$ cat config.mk
export PLATFORM = sky130hd
export DESIGN_NAME = seg7_scan_capture
export DESIGN_NICKNAME = d
export VERILOG_FILES = /design/src/rtl/seg7_scan_capture.sv
export SDC_FILE = /design/constraint.sdc
export NUM_CORES = 1
export LEC_CHECK = 0
export ABC_AREA = 1
export CORE_MARGIN = 4
export CORE_UTILIZATION = 30
export CTS_BUF_LIST = sky130_fd_sc_hd__clkbuf_2 sky130_fd_sc_hd__clkbuf_4 sky130_fd_sc_hd__clkbuf_8
export DETAILED_ROUTE_END_ITERATION = 16
export PLACE_DENSITY_LB_ADDON = 0.15
export REMOVE_ABC_BUFFERS = 1
export SETUP_SLACK_MARGIN = 0.05
export SLEW_MARGIN = 20
export SYNTH_ARGS = -nofsm -noshare
export SYNTH_HDL_FRONTEND = slang
export SYNTH_SLANG_ARGS = --single-unit
export TNS_END_PERCENT = 20
$ cat constraint.sdc
create_clock -name clk -period 3.1 [get_ports clk]
set_clock_uncertainty 0.1 [all_clocks]
set_input_delay 0.775 -clock clk [delete_from_list [all_inputs] [get_ports clk]]
set_output_delay 0.775 -clock clk [all_outputs]
set_load 0.1 [all_outputs]
$ cat src/rtl/seg7_scan_capture.sv
// -----------------------------------------------------------------------------
// seg7_scan_capture
//   Monitors a multiplexed, active-low 7-segment display bus (shared segment
//   lines plus one active-low anode strobe per digit) and rebuilds the BCD
//   digits being shown. A {an,seg} pair is accepted only after it has been
//   seen unchanged for STABLE_CYCLES consecutive samples, which rejects the
//   short glitches around strobe transitions. Digits are collected until
//   every position has been written once, then the whole frame is published
//   in a single cycle.
//
// Parameters
//   DIGITS         number of multiplexed digits (1..8)
//   STABLE_CYCLES  identical consecutive samples needed to accept a pair (>=2)
//
// Ports
//   clk          system clock, rising edge
//   rst          synchronous active-high reset
//   seg[6:0]     active-low segments, seg[6]=a .. seg[0]=g
//   an           active-low digit strobes, an[k]=0 selects digit k
//   err_clr      clears the sticky error flag
//   bcd_out      last complete frame, digit k at [4k+3:4k]
//   frame_valid  one-cycle pulse when bcd_out is updated
//   err          sticky error (invalid segment pattern or several strobes)
//
// Optional feature (macro SEG7_DP_EN)
//   Adds input dp (active-low decimal point) and output dp_out (one
//   active-high bit per digit). dp takes part in the stability compare, is
//   captured per digit and published together with bcd_out.
// -----------------------------------------------------------------------------
module seg7_scan_capture #(
    parameter int DIGITS        = 4,
    parameter int STABLE_CYCLES = 3
) (
    input  logic                clk,
    input  logic                rst,
    input  logic [6:0]          seg,
    input  logic [DIGITS-1:0]   an,
`ifdef SEG7_DP_EN
    input  logic                dp,
    output logic [DIGITS-1:0]   dp_out,
`endif
    input  logic                err_clr,
    output logic [4*DIGITS-1:0] bcd_out,
    output logic                frame_valid,
    output logic                err
);

`ifdef SEG7_DP_EN
    localparam int SW = DIGITS + 8;
    logic [SW-1:0] sample;
    assign sample = {dp, an, seg};
`else
    localparam int SW = DIGITS + 7;
    logic [SW-1:0] sample;
    assign sample = {an, seg};
`endif

    // cnt counts "equal" edges; it never has to exceed STABLE_CYCLES-1.
    localparam int CW = $clog2(STABLE_CYCLES);
    // The first sample of a run is the edge where the pair differs from s_q
    // (cnt cleared); each following equal edge adds one sample. The run
    // reaches STABLE_CYCLES samples on the equal edge that sees this count.
    localparam logic [CW-1:0] COMMIT_CNT = CW'(STABLE_CYCLES - 2);

    typedef enum logic {SETTLE, HELD} state_t;

    state_t              state_q, state_d;
    logic [CW-1:0]       cnt_q, cnt_d;
    logic [SW-1:0]       s_q;
    logic [3:0]          digit_q [DIGITS];
    logic [3:0]          digit_d [DIGITS];
    logic [DIGITS-1:0]   seen_q, seen_d, seen_raw;
    logic [4*DIGITS-1:0] bcd_q, bcd_d;
    logic [4*DIGITS-1:0] digit_flat;
    logic                fv_q, fv_d;
    logic                err_q, err_d;
    logic                commit;
    logic                write;
    logic                set_err;
    logic                frame;
    logic [DIGITS-1:0]   strobe;
    logic                multi;
    logic [4:0]          dec;

    // Returns {invalid, value}; blank (all segments off) is a legal digit F.
    function automatic logic [4:0] decode(input logic [6:0] s);
        logic [4:0] r;
        case (s)
            7'b0000001: r = {1'b0, 4'h0};
            7'b1001111: r = {1'b0, 4'h1};
            7'b0010010: r = {1'b0, 4'h2};
            7'b0000110: r = {1'b0, 4'h3};
            7'b1001100: r = {1'b0, 4'h4};
            7'b0100100: r = {1'b0, 4'h5};
            7'b0100000: r = {1'b0, 4'h6};
            7'b0001111: r = {1'b0, 4'h7};
            7'b0000000: r = {1'b0, 4'h8};
            7'b0000100: r = {1'b0, 4'h9};
            7'b1111111: r = {1'b0, 4'hF};
            default:    r = {1'b1, 4'hE};
        endcase
        return r;
    endfunction

    assign strobe = ~an;
    // Clearing the lowest set bit leaves something only if >1 strobe is low.
    assign multi  = (strobe & (strobe - DIGITS'(1))) != '0;
    assign dec    = decode(seg);

    // Stability FSM
    always_comb begin
        state_d = state_q;
        cnt_d   = cnt_q;
        commit  = 1'b0;
        if (sample != s_q) begin
            cnt_d   = '0;
            state_d = SETTLE;
        end else if (state_q == SETTLE) begin
            cnt_d = cnt_q + CW'(1);
            if (cnt_q == COMMIT_CNT) begin
                commit  = 1'b1;
                state_d = HELD;
            end
        end
    end

    // Digit capture on commit
    always_comb begin
        write    = 1'b0;
        set_err  = 1'b0;
        digit_d  = digit_q;
        seen_raw = seen_q;
        if (commit && (strobe != '0)) begin
            if (multi) begin
                set_err = 1'b1;
            end else begin
                write    = 1'b1;
                seen_raw = seen_q | strobe;
                set_err  = dec[4];
                for (int i = 0; i < DIGITS; i++) begin
                    if (strobe[i]) digit_d[i] = dec[3:0];
                end
            end
        end
    end

    // Flatten the next-state digit array so a completing commit publishes
    // the digit it just wrote.
    for (genvar gi = 0; gi < DIGITS; gi++) begin : g_flat
        assign digit_flat[4*gi +: 4] = digit_d[gi];
    end

    // Frame publish and sticky error
    always_comb begin
        frame  = write && (&seen_raw);
        seen_d = frame ? '0 : seen_raw;
        bcd_d  = frame ? digit_flat : bcd_q;
        fv_d   = frame;
        err_d  = err_q;
        if (err_clr) err_d = 1'b0;
        if (set_err) err_d = 1'b1;   // a new error beats a simultaneous clear
    end

    always_ff @(posedge clk) begin
        if (rst) begin
            state_q <= SETTLE;
            cnt_q   <= '0;
            s_q     <= '1;
            seen_q  <= '0;
            bcd_q   <= '1;
            fv_q    <= 1'b0;
            err_q   <= 1'b0;
            for (int i = 0; i < DIGITS; i++) digit_q[i] <= 4'hF;
        end else begin
            state_q <= state_d;
            cnt_q   <= cnt_d;
            s_q     <= sample;
            seen_q  <= seen_d;
            bcd_q   <= bcd_d;
            fv_q    <= fv_d;
            err_q   <= err_d;
            digit_q <= digit_d;
        end
    end

`ifdef SEG7_DP_EN
    logic [DIGITS-1:0] dp_dig_q, dp_dig_d;
    logic [DIGITS-1:0] dp_out_q;

    always_comb begin
        dp_dig_d = dp_dig_q;
        if (write) begin
            for (int i = 0; i < DIGITS; i++) begin
                if (strobe[i]) dp_dig_d[i] = ~dp;
            end
        end
    end

    always_ff @(posedge clk) begin
        if (rst) begin
            dp_dig_q <= '0;
            dp_out_q <= '0;
        end else begin
            dp_dig_q <= dp_dig_d;
            if (frame) dp_out_q <= dp_dig_d;
        end
    end

    assign dp_out = dp_out_q;
`endif

    assign bcd_out     = bcd_q;
    assign frame_valid = fv_q;
    assign err         = err_q;

endmodule

---- After elaboration in Yosys (flattened, before gate mapping) ----
Cells that the tools add are included.
cells by class
  equal/unequal tests ..................... 12
  muxes and demuxes ....................... 19
  reduce and logical (&&, ||, !) cells .... 9
  add/sub/neg operators ................... 2
  bitwise logic cells ..................... 3
operator list
  operator                                                             number
  5-bit case mux with 11 select lines                                  1
  16-bit two-way mux                                                   2
  4-bit two-way mux                                                    6
  7-bit == test (second input constant)                                3
  7-bit by 3-bit == test with 1-bit output (second input constant)     2
  7-bit by 6-bit == test with 1-bit output (second input constant)     2
  11-bit inequality test                                               1
  1-bit two-way mux                                                    10
  4-bit nonzero test                                                   2
  7-bit by 1-bit == test with 1-bit output (second input constant)     1
  7-bit by 4-bit == test with 1-bit output (second input constant)     1
  7-bit by 5-bit == test with 1-bit output (second input constant)     1
  7-bit logical NOT                                                    1
  4-bit AND                                                            1
  4-bit inverter                                                       1
  4-bit bitwise OR                                                     1
  4-bit AND reduction                                                  1
  2-bit OR reduction                                                   2
  4-bit by 1-bit subtractor with 4-bit output (second input constant)  1
  2-bit by 1-bit adder with 2-bit output (second input constant)       1
  2-bit by 1-bit == test with 1-bit output (second input constant)     1
  1-bit logical AND                                                    2
  2-bit nonzero test                                                   1
word-level totals
  register bits after elaboration ......... 52
  bits of input ports ..................... 14
  logic and storage cells ................. 56
  output and inout bits ................... 18

---- Longest topological paths before layout ----
Gate-level depths: netlist (run 1).
  depth after elaboration ................. 9
  depth in mapped cells ................... 16
  gate-level depth less buffers ........... 15

---- Worst setup path before layout (run 1) ----
OpenSTA, ideal clock, no wires.
  kind .................................... input to register
  from .................................... input seg[3]
  to ...................................... register bcd_q[7] (netlist: bcd_out[7])
  arrival ................................. 2.163 ns
  data required time ...................... 2.891 ns
  library setup time ...................... 0.109 ns
  stages on the path ...................... 13
  buffers on the path ..................... 2
  path slack .............................. 0.729 ns
  path through ............................ buf_6 -> xor2_1 -> nor2_2 -> nand2_2 -> nor2_4 -> nand4_1 -> nand2_2 -> nand2_4 -> nor2_8 -> buf_8 -> nand3_1 -> nand2_1 -> inv_1
on the way
  word-level cells in the longest chain between the ends .. 6
  elaborated cells on any way between the ends .. 22
  those cells by class .................... eq/ne (11); mux (7); reduce/logical (4)
RTL lines
  item                                                        line  source
  start, declared                                             36    input logic [6:0] seg,
  branches (longest 6 deep; another with 16-bit two-way mux)  -
  end signal, assigned                                        170   bcd_q <= '1;
  end signal, assigned                                        179   bcd_q <= bcd_d;
  end, declared                                               73    logic [4*DIGITS-1:0] bcd_q, bcd_d;
Several ways; the timed one is not identified.
A chain may end at the register's enable or synchronous reset.

---- Worst setup path in the final report (run 1) ----
  from .................................... input seg[0]
  to ...................................... register bcd_q[1] (netlist: bcd_out[1])
The elaborated chain is that of the path after synthesis.

==> results.tsv, run 1 <==
metric	value	unit
fmax	367	MHz
internal_power	888	µW
vias	2285	
first_global_vias	2130	
dieArea	10400	µm²
portBuffers	31	
p_per_area	376	nW/µm²
crit_arrival	2.86	ns
tns	0	ns
die_x	102	µm
clkTransAtPathRegs	0.11	ns
critPathMaxFanout	6	
h-tree-depth	2	
cts.sink_count	52	
numCtsBuffers	5	
outcome	finished, final reports clean	
peakVddDrop	0.155	mV
nNetsFinal	445	
critPathMostFrequentCell	nand2_1	
routed_wl	5870	µm
ys_ff_latch	52	
post-cts-setup-buffers	0	
drt_iter0_markers	90	
gp_congestion	0.809	
comb_power_share	9.4	%
netlist_area	2650	µm²
syn_avg_cell_area	6.98	µm²
fin_crit	2.73	ns
ios	32	
cts_tree	done	
area_growth	21.9	%
cts_resized	0	
setup_viol_count_final	0	
synth.distinct_cells	31	
cp_slowest_stage_delay	0.51	ns
setup_ws	0.373	ns
drive_above_1_share	20.0	%
timing.rr.start	cnt_q[0]	
yosys.area.top_type	dfxtp_1	
slew_headroom	79.5	%
syn_inst	379	
ant_nets	0	
synth_top_area_share	39.4	%
place_ws	0.0541	ns
power_leakage	1.72	nW
overflow	0	
fillCellCount	906	
critPathKind	in -> reg	
ys_warn_count	0	
clock_path_buffers	2	
grt_setup_unrepaired	false	
synth-edff-count	0	
cap_violations	0	
synth_area_leaders	dfxtp_1 (39%), nand2_1 (15%), inv_1 (11%)	
grt_pass1_wl	10100	µm
swShare	26.8	%
grt_max_degree	24	
seqPwrFrac	56.0	%
synth_ff_type	dfxtp_1	
grt_usage	12.3	%
core_area	8380	µm²
die_y	102	µm
dr.pass1.iters	4	
clock_power_share	34.6	%
cp-start-kind	primary input	
required	3.23	ns
crit_path_end_kind	register	
antenna_found_initial	0	
routed_via_density	4.26	
slew_viol_final	0	
clock_latency	0.31	ns
yosysSeqAreaShare	39.4	%
ctsHoldBuffers	0	
hpwlAfterDp	4350	µm
p_total	1.21	mW
cts_root_buf	clkbuf_8	
worstMarginPinSlew	0.306	ns
p_sw	326	µW
cp_slowest_cell	clkdlybuf4s50_1	
crit_start	seg[0]	
hold_class	reg -> reg	
drc	0	
min_period_over_period	88.0	%
async_reset_ff_share	0	%
finalHoldViolations	0	
worstHoldStart	digit_q[0]	
n_antenna_cell	0	
start_util	31.6	%
path_cells	clkdlybuf4s50_1 -> nor2_1 -> inv_1 -> nor2_1 -> nand2_1 -> o21ai_0 -> nor3_1 -> nand2_1 -> nand2_1 -> buf_4 -> o21ai_0 -> nand3_1 -> nand2_1 -> inv_1	
rows	33	
wl_per_cell	10.9	µm
==> cells in the final DEF (no fill, tap or decap) <==
cell type        Yosys  layout
a21oi_1              9       9
a31oi_1              1       1
buf_4                1      41
clkbuf_8             0       5
clkdlybuf4s50_1      0      13
clkinvlp_4           0       2
dfxtp_1             52      52
ha_1                 1       1
inv_1               74      74
inv_2                7       7
inv_8                0       1
nand2_1            105     105
nand2_2              7       7
nand2_4              2       2
nand3_1             27      27
nand3_2             13      13
nand3b_1             1       1
nand4_1              6       6
nor2_1              22      22
nor2_2               2       2
nor2_4               2       2
nor2_8               1       1
nor3_1               5       5
nor3_4               1       1
nor3b_1              4       4
o21ai_0             17      17
o21bai_2             1       1
or2_2                1       1
xnor2_1              4       4
xor2_1               4       4
==> metrics by stage <==
step / instance area [µm²] / instances / hold slack [ns] / util [%]
6_report: 3230 / 536 / 0.404 / 38.5
5_1_grt: 3230 / 536 / 0.458 / 38.5
4_1_cts: 3230 / 536 / 0.413 / 38.5
3_5_place_dp: 3130 / 528 / 0.380 / 37.3
3_3_place_gp: 3130 / 528 / 0.381 / 37.3
2_1_floorplan: 2560 / 369 / 0.357 / -
==> flip-flops by register name (all words and copies together), names as in the netlist <==
name and flops:
state_q 1, frame_valid 1, err 1, cnt_q 2, bcd_out 16, seen_q 4
s_q 11, digit_q 16
==> cell families (layout without fill, tap and decap cells) <==
kind of cell | after synthesis | in the layout | synth area share [%]
compound gates | 28 | 28 | 5.58
buf+inv | 91 | 143 | 14.7
xor+xnor | 8 | 8 | 2.65
flops | 52 | 52 | 39.4
simple gates | 199 | 199 | 37.3
fa+ha+maj | 1 | 1 | 0.473
==> per-layer routing <==
metal / global-route usage [%] / up-vias / part of all wire, %
li1: - / 1249 / -
met1: 17.1 / 988 / 50
met2: 19.1 / 40 / 45
met3: 2.46 / 8 / 3.5
met4: 4.14 / 0 / 1.6
met5: 0 / - / 0
==> worst paths after layout <==
check                           depth (start not counted)  slack, ns    endpoint
worst max register to register                          9       1.10   seen_q[2]
worst max-delay path                                   14       0.37  bcd_out[1]
worst min register to register                          2       0.40  digit_q[0]
worst min-delay path                                    2       0.40  digit_q[0]
==> worst max-delay path, delay by kind of cell <==
family                 cells  cell delay, ns
buffers and inverters      4            0.76
AOI/OAI and AO/OA          2            0.31
and+or+nand+nor            8            0.99
==> area by class of cell <==
cell class / instances / area, µm² / share of cell area (%)
Timing Repair Buffer: 54 / 438 / 13.6
Tap cell: 105 / 131 / 4.07
Clock buffer: 5 / 68.8 / 2.13
Multi-Input combinational cell: 236 / 1220 / 37.7
Clock inverter: 3 / 26.3 / 0.815
Sequential cell: 52 / 1040 / 32.3
Inverter: 81 / 304 / 9.43
==> synthesized netlist by cell type, types with 5 or more instances <==
library cell / instances
nand3_2: 13
inv_2: 7
nor3_1: 5
nand3_1: 27
a21oi_1: 9
inv_1: 74
nand4_1: 6
o21ai_0: 17
nor2_1: 22
nand2_2: 7
dfxtp_1: 52
nand2_1: 105
==> power groups by stage <==
| stage | sequential (mW) | combinational, mW | clock, mW |
|---|---|---|---|
| 6_report | 0.680 | 0.114 | 0.420 |
| 5_1_grt | 0.681 | 0.128 | 0.470 |
| 4_1_cts | 0.680 | 0.115 | 0.448 |
| 3_5_place_dp | 0.695 | 0.115 | 0 |
| 3_3_place_gp | 0.695 | 0.114 | 0 |
| 2_1_floorplan | 0.694 | 0.0581 | 0 |
Power figures use the tool's default switching activity.
==> run 2: changes to the inputs <==
--- a/config.mk
+++ b/config.mk
@@ -6,8 +6,9 @@
 export NUM_CORES = 1
 export LEC_CHECK = 0
 export ABC_AREA = 1
+export ABC_CLOCK_PERIOD_IN_PS = 3100
 export CORE_MARGIN = 4
-export CORE_UTILIZATION = 30
+export CORE_UTILIZATION = 45
 export CTS_BUF_LIST = sky130_fd_sc_hd__clkbuf_2 sky130_fd_sc_hd__clkbuf_4 sky130_fd_sc_hd__clkbuf_8
 export DETAILED_ROUTE_END_ITERATION = 16
 export PLACE_DENSITY_LB_ADDON = 0.15
==> run 2 against run 1 <==
Compared with the run above: non-clock buffer count decreased by 4; register-to-register slack lost 0.08 ns; worst setup slack got worse by 0.058 ns; wire length down 12%; clock power decreased by 2%; combinational power shrank 4%; design area down 2.2%; final cell count shrank 6.9%; critical path type unchanged; largest cell class unchanged; highest routed layer unchanged.
==> results.tsv, run 2 (synthesis gave the netlist of run 1 again) <==
metric	value	unit	change
whs	0.399	ns	-0.00449 ns
setup_ws	0.315	ns	-0.0582 ns
power_leakage	1.71	nW	-0.54%
routed_via_density	4.57		+7.2%
nNetsFinal	441		-0.90%
regArea	1040	µm²	unchanged
path_delay_family	simple AND/OR/NAND/NOR gates		
cap_violations	0		unchanged
required	3.21	ns	-0.02 ns
antenna_found_initial	0		unchanged
peakVddDrop	0.282	mV	+82%
routed_wl	5190	µm	-12%
p_total	1.20	mW	-1.0%
numCtsBuffers	5		unchanged
gp_congestion	0.799		-1.2%
cts_tree	done		
clock_path_buffers	2		unchanged
core_area	5610	µm²	-33%
slew_headroom	75.6	%	-3.9 points
vias	2281		-0.18%
area_growth	19.3	%	
die_x	84.7	µm	-17%
hpwlAfterDp	4000	µm	-8.1%
cts_root_buf	clkbuf_8		
outcome	finished, final reports clean		
h-tree-depth	2		unchanged
fmax	359	MHz	-2.1%
hold_class	reg -> reg		
drt_iter0_markers	82		-8.9%
first_global_vias	2175		+2.1%
portBuffers	31		unchanged
path_cells	clkdlybuf4s50_1 -> inv_2 -> nand2_1 -> nand2_1 -> nand2_2 -> nor2_2 -> nand2_1 -> nor2_4 -> nand4_1 -> nand2_2 -> nand2_4 -> nor2_8 -> nand3_1 -> nand2_1 -> inv_1		
fin_crit	2.79	ns	+0.0582 ns
start_util	47.2	%	+16 points
grt_usage	15.5	%	+3.3 points
drive_above_1_share	19.2	%	-0.75 points
placed_area	3060	µm²	-2.3%
crit_path_end_kind	register		
die_y	84.7	µm	-17%
worstMarginPinSlew	0.363	ns	+0.0575 ns
cts.sink_count	52		unchanged
grt_pass1_wl	9320	µm	-7.5%
cts_resized	0		unchanged
post-cts-setup-buffers	0		unchanged
critPathMaxFanout	15		+9
grt_max_degree	22		-8.3%
place_ws	-0.0246	ns	-0.0787 ns
setup_viol_count_final	0		unchanged
dieArea	7170	µm²	-31%
post-route-util	56.3	%	+18 points
n_antenna_cell	0		unchanged
rows	27		-18%
drc	0		unchanged
critPathKind	in -> reg		
slew_viol_final	0		unchanged
cp_slowest_cell	clkdlybuf4s50_1		
finalHoldViolations	0		unchanged
clock_latency	0.30	ns	about the same
layout_common_cells	nand2_1 (105), inv_1 (74), dfxtp_1 (52)		
crit_arrival	2.90	ns	+0.04 ns
p_per_area	381	nW/µm²	+1.2%
overflow	0		unchanged
worst-path-buf-inv	3		-1
multi_input_area	1220	µm²	unchanged
ant_nets	0		unchanged
dr.pass1.iters	4		unchanged
critPathMostFrequentCell	nand2_1		
ios	32		unchanged
cp-start-kind	primary input		
fin_area	3160	µm²	-2.2%
ctsHoldBuffers	0		unchanged
final_common_cell	nand2_1		
clkTransAtPathRegs	0.10	ns	about the same
grt_setup_unrepaired	false		
cp_slowest_stage_delay	0.49	ns	-0.02 ns
fillCellCount	583		-36%
wl_per_cell	10.4	µm	-5.0%
min_period_over_period	89.8	%	+1.9 points
## run 2: changes by cell type in the layout (fill, tap and decap cells not counted), sizes merged
cell and change:
clkinv +1, clkbuf +1, clkinvlp -2, buf -4
## run 2: final cells by class
cell class,instances,share of cell area (%)
multi-input combinational,236,38.5
sequential,52,33.0
timing repair buffer,50,12.9
inverter,81,9.64
tap,72,2.85
clock buffer,6,2.62
clock inverter,2,0.436
## run 2: layer usage
metal / GRT usage [%] / wire length [µm] / vias up
met1: 19.9 / 2610 / 997
met4: 3.02 / 44 / 0
met5: 0 / 0 / -
met2: 26.8 / 2360 / 38
met3: 3.63 / 181 / 4
li1: - / - / 1242
## run 2: report_power, final
group | internal, mW | switching, mW
registers | 0.675 | 0.00445
logic | 0.0460 | 0.0643
clock network | 0.183 | 0.228
## run 2: metrics by stage
stage / instances / setup TNS (ns)
6_report: 499 / 0
3_3_place_gp: 491 / 0
3_5_place_dp: 491 / -0.0521
2_1_floorplan: 369 / 0
4_1_cts: 499 / 0
5_1_grt: 499 / 0
## run 2: tightest hold or removal path, stage by stage, from the launching register on
cell	delay (ns)
dfxtp_1	0.31
o21ai_0	0.10
nand2_1	0.06
## run 2: final timing paths
path         startpoint          to  slack [ns]  cells past startpoint
max              seg[5]  bcd_out[5]        0.31                     15
min          digit_q[0]  digit_q[0]        0.40                      2
max reg2reg      s_q[6]  bcd_out[5]        1.02                     12
min reg2reg  digit_q[0]  digit_q[0]        0.40                      2
